`config.mk`:
```
export PLATFORM = sky130hd
export DESIGN_NAME = if_id_queue_flat
export DESIGN_NICKNAME = d
export VERILOG_FILES = /design/src/rtl/if_id_queue_if.sv /design/src/rtl/if_id_queue.sv /design/src/flat_wrapper.sv
export SDC_FILE = /design/constraint.sdc
export NUM_CORES = 1
export LEC_CHECK = 0
export BUFFER_PORTS_ARGS = -buffer_cell sky130_fd_sc_hd__buf_4
export CAP_MARGIN = 20
export CORE_UTILIZATION = 54
export CTS_CLUSTER_DIAMETER = 200
export CTS_CLUSTER_SIZE = 28
export DETAILED_ROUTE_END_ITERATION = 10
export PLACE_DENSITY = 0.8
export SETUP_SLACK_MARGIN = 0.2
export SYNTH_ARGS = -nofsm -noshare
export SYNTH_HDL_FRONTEND = slang
export SYNTH_SLANG_ARGS = --single-unit
export TNS_END_PERCENT = 1
```
`constraint.sdc`:
```
create_clock -name clk -period 3.3 [get_ports clk]
set_input_delay 0 -clock clk [delete_from_list [all_inputs] [get_ports clk]]
set_output_delay 0 -clock clk [all_outputs]
set_load 0.01 [all_outputs]
```
`src/rtl/if_id_queue_if.sv`:
```
// IF -> ID instruction queue handshake bundle.
// Fetch side pushes {pc, inst}; decode side pops the head.
interface if_id_queue_if #(
  parameter int ADDR_WIDTH = 32,
  parameter int INST_WIDTH = 32,
  parameter int DEPTH      = 4,
  parameter int CNT_WIDTH  = $clog2(DEPTH) + 1
);
  logic                  if_valid;
  logic [ADDR_WIDTH-1:0] if_pc;
  logic [INST_WIDTH-1:0] if_inst;
  logic                  if_ready;
  logic                  jump_enable;
  logic                  id_stall;
  logic                  id_valid;
  logic [ADDR_WIDTH-1:0] id_pc;
  logic [INST_WIDTH-1:0] id_inst;
  logic [CNT_WIDTH-1:0]  count;

  modport slave (
    input  if_valid,
    input  if_pc,
    input  if_inst,
    input  jump_enable,
    input  id_stall,
    output if_ready,
    output id_valid,
    output id_pc,
    output id_inst,
    output count
  );

  modport master (
    output if_valid,
    output if_pc,
    output if_inst,
    output jump_enable,
    output id_stall,
    input  if_ready,
    input  id_valid,
    input  id_pc,
    input  id_inst,
    input  count
  );
endinterface

```
`src/rtl/if_id_queue.sv`:
```
// Circular IF/ID instruction queue with flush on redirect.
// No bypass: an enqueued entry is visible on id_* one cycle later.
module if_id_queue #(
  parameter int ADDR_WIDTH = 32,
  parameter int INST_WIDTH = 32,
  parameter int DEPTH      = 4,
  parameter int CNT_WIDTH  = $clog2(DEPTH) + 1
) (
  input  logic           clk,
  input  logic           rst,
  input  logic           rdy,
  if_id_queue_if.slave   q
);
  localparam int PW = (DEPTH > 1) ? $clog2(DEPTH) : 1;
  localparam logic [CNT_WIDTH-1:0] FULL = CNT_WIDTH'(DEPTH);

  typedef struct packed {
    logic [ADDR_WIDTH-1:0] pc;
    logic [INST_WIDTH-1:0] inst;
  } entry_t;

  entry_t               mem [DEPTH];
  logic [PW-1:0]        rd_ptr;
  logic [PW-1:0]        wr_ptr;
  logic [CNT_WIDTH-1:0] cnt;

  logic not_full;
  logic not_empty;
  logic enq;
  logic deq;
  entry_t head;

  assign not_full  = (cnt != FULL);
  assign not_empty = (cnt != '0);

  // redirect cancels both sides; rdy/rst gate in the state update
  assign enq = q.if_valid & not_full & ~q.jump_enable;
  assign deq = not_empty & ~q.id_stall & ~q.jump_enable;

  assign head = mem[rd_ptr];

  assign q.if_ready = not_full;
  assign q.id_valid = not_empty;
  assign q.id_pc    = not_empty ? head.pc   : '0;
  assign q.id_inst  = not_empty ? head.inst : '0;
  assign q.count    = cnt;

  // pointer and occupancy update: rst > rdy > flush > enq/deq
  always_ff @(posedge clk) begin
    if (rst) begin
      rd_ptr <= '0;
      wr_ptr <= '0;
      cnt    <= '0;
    end else if (rdy) begin
      if (q.jump_enable) begin
        rd_ptr <= '0;
        wr_ptr <= '0;
        cnt    <= '0;
      end else begin
        if (enq) wr_ptr <= wr_ptr + PW'(1);
        if (deq) rd_ptr <= rd_ptr + PW'(1);
        unique case ({enq, deq})
          2'b10:   cnt <= cnt + CNT_WIDTH'(1);
          2'b01:   cnt <= cnt - CNT_WIDTH'(1);
          default: cnt <= cnt;
        endcase
      end
    end
  end

  // entry storage; contents survive flush and reset
  always_ff @(posedge clk) begin
    if (!rst && rdy && enq) begin
      mem[wr_ptr] <= '{pc: q.if_pc, inst: q.if_inst};
    end
  end
endmodule

```
`src/flat_wrapper.sv`:
```
// flat-port wrapper written by rule: the top's interface ports become plain ports
module if_id_queue_flat 
#(
  parameter int ADDR_WIDTH = 32,
  parameter int INST_WIDTH = 32,
  parameter int DEPTH      = 4,
  parameter int CNT_WIDTH  = $clog2(DEPTH) + 1
)
  (clk, rst, rdy, q_if_valid, q_if_pc, q_if_inst, q_jump_enable, q_id_stall, q_if_ready, q_id_valid, q_id_pc, q_id_inst, q_count);
  if_id_queue_if #(.ADDR_WIDTH(ADDR_WIDTH), .INST_WIDTH(INST_WIDTH), .DEPTH(DEPTH), .CNT_WIDTH(CNT_WIDTH)) q_i ();
  input  logic clk;
  input  logic rst;
  input  logic rdy;
  input wire logic [$bits(q_i.if_valid)-1:0] q_if_valid;
  input wire logic [$bits(q_i.if_pc)-1:0] q_if_pc;
  input wire logic [$bits(q_i.if_inst)-1:0] q_if_inst;
  input wire logic [$bits(q_i.jump_enable)-1:0] q_jump_enable;
  input wire logic [$bits(q_i.id_stall)-1:0] q_id_stall;
  output wire logic [$bits(q_i.if_ready)-1:0] q_if_ready;
  output wire logic [$bits(q_i.id_valid)-1:0] q_id_valid;
  output wire logic [$bits(q_i.id_pc)-1:0] q_id_pc;
  output wire logic [$bits(q_i.id_inst)-1:0] q_id_inst;
  output wire logic [$bits(q_i.count)-1:0] q_count;
  assign q_i.if_valid = q_if_valid;
  assign q_i.if_pc = q_if_pc;
  assign q_i.if_inst = q_if_inst;
  assign q_i.jump_enable = q_jump_enable;
  assign q_i.id_stall = q_id_stall;
  assign q_if_ready = q_i.if_ready;
  assign q_id_valid = q_i.id_valid;
  assign q_id_pc = q_i.id_pc;
  assign q_id_inst = q_i.id_inst;
  assign q_count = q_i.count;
  if_id_queue #(.ADDR_WIDTH(ADDR_WIDTH), .INST_WIDTH(INST_WIDTH), .DEPTH(DEPTH), .CNT_WIDTH(CNT_WIDTH)) u_core (.clk(clk), .rst(rst), .rdy(rdy), .q(q_i));
endmodule
```
==> Word level (Yosys, flattened, before mapping) <==
Memories as Yosys holds them, arrays and structs flattened. A register that Yosys moved wholly into a read port is not among the register bits.
Cells that the tools add are included.
{ "totals": {"regBits": 7, "ramBits": 256, "inputBits": 70, "out_inout_bits": 69, "wordCells": 39, "memories": 1} }
{ "mem_list": {"columns": ["memory", "words", "width", "read_ports", "rd_clocked_by_memory_dff", "write_ports", "line_no", "source"], "rows": [
  ["u_core.mem", 4, 64, 1, 1, 1, "if_id_queue.sv:22", "entry_t mem [DEPTH];"]
]} }
{ "classes": {"add_sub_neg": 4, "eq_ne": 3, "muxes": 12, "bitwise_logic": 6, "reduce_logical": 10} }
{ "ops": {"columns": ["cell", "count"], "rows": [
  ["$mux 32", 2],
  ["$mux 2", 6],
  ["$pmux 3 s2", 1],
  ["$reduce_and 2->1", 3],
  ["$reduce_bool 3->1", 2],
  ["$add 2x1->2 const B", 2],
  ["$and 1x1->1", 4],
  ["$reduce_bool 2->1", 2],
  ["$add 3x1->3 const B", 1],
  ["$mux 3", 1],
  ["$ne 3x3->1 const B", 1],
  ["$sub 3x1->3 const B", 1],
  ["$eq 2x1->1 const B", 1],
  ["$eq 2x2->1 const B", 1],
  ["$logic_and 1x1->1", 2],
  ["$mux 1", 2],
  ["$not 1->1", 2],
  ["$logic_not 1->1", 1]
]} }

==> Depth between registers and ports, before layout <==
{ "logic_depth": {"word_depth": 7, "mapped_depth": 11, "mapped_depth_nobuf": 10} }

==> Worst setup path after synthesis <==
No wires, ideal clock.
{ "synth_path": {"path_kind": "register to register", "startpoint": "register u_core.cnt[0], in the netlist u_core.q.count[0]", "endpoint": "memory u_core.mem[1][0] (netlist name) (enable)", "setup_ns": 0.429, "arrival_time_ns": 2.648, "t_required_ns": 2.871, "path_slack_ns": 0.223, "stages_incl_launch_ff": 6, "n_path_buf": 1, "synth_period_minus_slack_ns": 3.077, "path_cell_list": "dfxtp_1 > buf_4 > nor2_8 > a21boi_0 > nor3b_1 > and2_1"} }
{ "synth_via": {"elab_chain_len": 6} }
{ "synth_rtl": {"columns": ["element", "line_no", "source"], "rows": [
  ["start: declaration", "if_id_queue.sv:25", "logic [CNT_WIDTH-1:0] cnt;"],
  ["start signal: assignment", "if_id_queue.sv:63", "2'b10: cnt <= cnt + CNT_WIDTH'(1);"],
  ["start signal: assignment", "if_id_queue.sv:64", "2'b01: cnt <= cnt - CNT_WIDTH'(1);"],
  ["start signal: assignment", "if_id_queue.sv:65", "default: cnt <= cnt;"],
  ["$ne 3x3->1", "if_id_queue.sv:33", "assign not_full = (cnt != FULL);"],
  ["$and 1x1->1 (2 in series)", "if_id_queue.sv:37", "assign enq = q.if_valid & not_full & ~q.jump_enable;"],
  ["$logic_and 1x1->1", "if_id_queue.sv:73", "if (!rst && rdy && enq) begin"],
  ["$mux 1", "if_id_queue.sv:73", null],
  ["$mux 1 (implied by the code)", "if_id_queue.sv:74", "mem[wr_ptr] <= '{pc: q.if_pc, inst: q.if_inst};"],
  ["end: declaration", "if_id_queue.sv:22", null]
]} }
No other way between the ends.

==> Worst setup path after layout <==
{ "layout_path": {"startpoint": "register u_core.cnt[0], in the netlist u_core.q.count[0]", "endpoint": "register u_core.cnt[2], in the netlist u_core.q.count[2]"} }
{ "layout_via": {"elab_chain_len": 6, "elab_cells_between_ends": 14, "cone_classes": "2 x add/sub; 3 x eq/ne; 2 x mux; 4 x bitwise; 3 x reduce/logical"} }
{ "layout_rtl": {"columns": ["element", "line_no", "source"], "rows": [
  ["$ne 3x3->1 / $reduce_bool 3->1 (equally long branches)", "if_id_queue.sv:33, if_id_queue.sv:34", null],
  ["$and 1x1->1, on equally long branches (2 in series)", "if_id_queue.sv:37, if_id_queue.sv:38", null],
  ["$eq 2x1->1 / $eq 2x2->1 (equally long branches)", "if_id_queue.sv:62", "unique case ({enq, deq})"],
  ["$pmux 3 s2 / $reduce_bool 3->1 (equally long branches)", null, null],
  ["$mux 3 / $reduce_and 2->1 (equally long branches)", null, null]
]} }
Parallel ways exist; a longest one is shown, timed or not.
A chain may end at the register's enable or synchronous reset.

==> parameters.txt <==
Parameter                              Value

Run status
  Run status ... complete, no violations

Setup path
  R2R cell count ... 10
  Register-to-register path setup slack ... between 0.5 and 0.6 ns
  Type of element capturing the critical path ... flip-flop
  CP arrival ... between 3 and 4 ns
  Critical register-to-register path endpoint ... u_core.q.count[2]
  Worst setup path category ... flip-flop to flip-flop
  Critical path fanouts, max ... 10
  Required time at the worst-slack endpoint ... ~3.7 ns
  Sort of element at the start of the critical path ... flip-flop
  Startpoint of the most critical register-to-register path ... u_core.q.count[0]

Synthesis
  Dominant synthesized flop cell ... sky130_fd_sc_hd__edfxtp_1
  Mean area per synthesized cell ... ~21 um^2
  Distinct cell type count after synthesis ... 40
  Post-synth EDFFs ... about 260
  Sequential element share of the synthesized area ... 0.763
  Post-Syn Instances ... roughly 490
  Synthesis Warnings ... 0
  Post-Synthesis Net Count ... 560
  FFs w/ async S/R, synth ... 0
  Post-synthesis sequential element count ... 265
  Netlist Area Pre-Place ... 10300 um^2

Timing
  Count of pins over their slew limit ... 0
  Clock Skew ... 0.0159 ns
  Setup repair after global routing missed its margin ... false
  Period minus WS final ... about 2.7 ns
  Final Worst Setup Slack ... 0.570 ns
  FMAX ... 0.366 GHz
  Sum Neg Setup Slack ... 0 ns
  Number of failing setup endpoints in the final timing report ... 0
  Worst hold slack ... approximately 0.055 ns
  Final Hold Fails ... 0
  Final worst path period share ... 0.827
  Actual transition at the worst max-transition pin ... 0.969 ns
  Worst slew margin relative to its limit ... 0.354

GRT
  Via count of the first global-routing pass ... 5482
  Initial antenna violation count ... 0
  Global routing usage summed across all routing layers ... 0.213
  Pin count of the biggest net entering global routing ... 66
  Residual overflow from global routing ... 0
  Wire length of the first global-routing pass ... 31300 um

Detailed routing
  Remaining routing DRC violations ... 0
  Detail-routed net length per standard cell ... 21.7 um
  Via count normalized by instance count ... 5.67
  Count of vias placed by the detailed router ... between 5000 and 6000
  Total Wirelength ... 20200 um
  Post-route ant nets ... 0
  Number of DRC violations after detailed-routing iteration 0 ... around 300
  Detailed-router iteration count before antenna repair ... 5

Clock tree
  Insertion delay to the later sink of the worst-skew pair ... 0.47 ns
  H-Tree Depth ... 1
  Clock tree from TritonCTS ... built
  Clock-pin slew on the worst setup and hold paths ... about 0.090 ns
  Maximum clock insertion buffer count ... 3
  Inserted Clock Buffers ... 13
  TritonCTS Sinks ... 265
  Post-CTS setup repair buffer count ... 0
  CTS root buffer ... sky130_fd_sc_hd__clkbuf_16

Floorplanning
  Row cnt ... 50
  Floorplan core area ... about 19000 um^2
  I/O pins ... 139
  Effective utilization at floorplan ... 0.552
  Height of the chip ... 140 um
  Total Die Area ... ~20000 um^2
  Width of the chip ... 140 um

Placement
  RD Place Congestion ... 0.759
  Placed wire-length estimate after detailed placement ... 11800 um
  Placed Area ... 11700 um^2
  Count of buffers from port buffering ... 138
  Worst slack, placed ... 0.640 ns

Pwr
  Internal power ... ~0.0047 W
  Power Density ... 455 nW/um^2
  Worst vdd ir ... 0.289 mV
  Leakage power figure ... 4.32 nW
  Part of the power in registers ... 0.641
  Combinational fraction of design power ... 0.068
  Clock network fraction of design power ... 0.291
  Net switching share of the total power ... 0.196
  Sw Pwr ... 0.00113 W

Min path
  Type of the most critical hold path ... input pin to flip-flop
  Cell depth of the worst hold path ... 5
  HP Start ... q_if_valid
  End point of the worst hold path ... u_core.q.count[1]

Flow run
  Max-cap violation count ... 0

Finish
  Area added between synthesis and finish ... 23.4%
  Post-layout net count ... ~770
  Design area ... between 10000 and 15000 um^2
  Share of post-route cells with drive strength above 1 ... 0.350
## worst max-delay path by stage
stage / from / endpoint / slack, ns / cells after the start
2_1_floorplan: u_core.q.count[0] / u_core.mem[1][0] / 0.22 / 5
3_3_place_gp: u_core.q.count[0] / u_core.q.count[2] / 0.84 / 10
3_5_place_dp: u_core.q.count[0] / u_core.q.count[2] / 0.64 / 10
4_1_cts: u_core.q.count[0] / u_core.q.count[2] / 0.62 / 10
5_1_grt: u_core.q.count[0] / u_core.q.count[2] / 0.41 / 10
6_report: u_core.q.count[0] / u_core.q.count[2] / 0.57 / 10
## layer usage
layer / vias up / global-route usage / share of wire
li1: 2355 / - / -
met1: 2698 / 0.305 / 0.42
met2: 192 / 0.355 / 0.50
met3: 25 / 0.0284 / 0.059
met4: 0 / 0.0440 / 0.015
met5: - / 0 / 0
## final cells by class
type	count	area, um^2
multi-input cells	189	2310
fillers	1163	5970
inverters	4	15.0
repair buffers	218	1880
clock inverters	1	16.3
well taps	234	293
diodes	1	2.50
flip-flops and latches	265	7880
clock buffers	17	340
## layout by cell type, fill, tap and decap left out, types with 2 or more instances in the layout
cell type / Yosys / final
sky130_fd_sc_hd__inv_1: 4 / 3
sky130_fd_sc_hd__buf_12: 0 / 6
sky130_fd_sc_hd__mux4_2: 64 / 64
sky130_fd_sc_hd__nand2_1: 4 / 4
sky130_fd_sc_hd__nor2_1: 10 / 10
sky130_fd_sc_hd__and2_4: 0 / 4
sky130_fd_sc_hd__a21oi_1: 4 / 4
sky130_fd_sc_hd__a21boi_0: 2 / 2
sky130_fd_sc_hd__dfxtp_4: 0 / 2
sky130_fd_sc_hd__edfxtp_1: 256 / 256
sky130_fd_sc_hd__buf_4: 3 / 144
sky130_fd_sc_hd__and2_1: 68 / 64
sky130_fd_sc_hd__nand2b_1: 4 / 4
sky130_fd_sc_hd__ha_1: 5 / 5
sky130_fd_sc_hd__clkbuf_1: 13 / 4
sky130_fd_sc_hd__dlygate4sd3_1: 0 / 68
sky130_fd_sc_hd__mux2i_1: 3 / 3
sky130_fd_sc_hd__nor3_1: 3 / 3
sky130_fd_sc_hd__clkbuf_16: 0 / 13
sky130_fd_sc_hd__dfxtp_1: 9 / 7
## timing repair
item,4_1_cts,5_1_grt
hold buffers,68,0
resized for setup,0,0
hold endpoints to repair,265,0
## registers in the layout (all words and copies together), names as in the netlist, named ones only
| signal | count |
|---|---|
| u_core.q.count | 3 |
| u_core.wr_ptr | 2 |
| u_core.rd_ptr | 2 |
| u_core.mem | 256 |
## worst max-delay path: stages (launching register included)
cell                        delay [ns]
sky130_fd_sc_hd__dfxtp_1          0.65
sky130_fd_sc_hd__nor2_1           0.09
sky130_fd_sc_hd__a2111oi_0        0.45
sky130_fd_sc_hd__nor2_1           0.08
sky130_fd_sc_hd__a21oi_1          0.14
sky130_fd_sc_hd__ha_1             0.26
sky130_fd_sc_hd__nor3_1           0.06
sky130_fd_sc_hd__mux2_2           0.26
sky130_fd_sc_hd__a222oi_1         0.36
sky130_fd_sc_hd__or4_1            0.18
sky130_fd_sc_hd__a31oi_1          0.07
## logic make-up after synthesis
family	synth area share
AO/OA/AOI/OAI	0.0133
adder cells (fa/ha/maj)	0.00606
buffers and inverters	0.0147
flip-flops	0.763
multiplexers	0.144
AND/OR/NAND/NOR	0.0597
## cell usage after synthesis (all sizes together), types with 3 or more instances
cell type    n  area (um^2)
ha           5         62.6
nand2        4         15.0
and2        68          425
edfxtp     256         7690
a21oi        4         20.0
nand2b       5         38.8
nor3         4         25.0
mux4        64         1440
buf         14         87.6
inv          4         15.0
nor2        11         57.6
dfxtp        9          180
clkbuf      13         48.8
mux2i        3         30.0
## stage by stage
stage	cells	utilization	power, W
2_1_floorplan	485	-	0.00392
3_3_place_gp	841	0.624	0.00410
3_5_place_dp	841	0.624	0.00412
4_1_cts	927	0.679	0.00583
5_1_grt	928	0.681	0.00599
6_report	929	0.681	0.00580
## power groups by stage
stage	combinational, W	sequential, W	clock [W]
final	0.000394	0.00372	0.00169
after global placement	0.000311	0.00379	0
after CTS	0.000391	0.00372	0.00173
after floorplan	0.000135	0.00379	0
after global routing	0.000423	0.00372	0.00185
after detailed placement	0.000323	0.00379	0
Power figures use the tool's default switching activity.
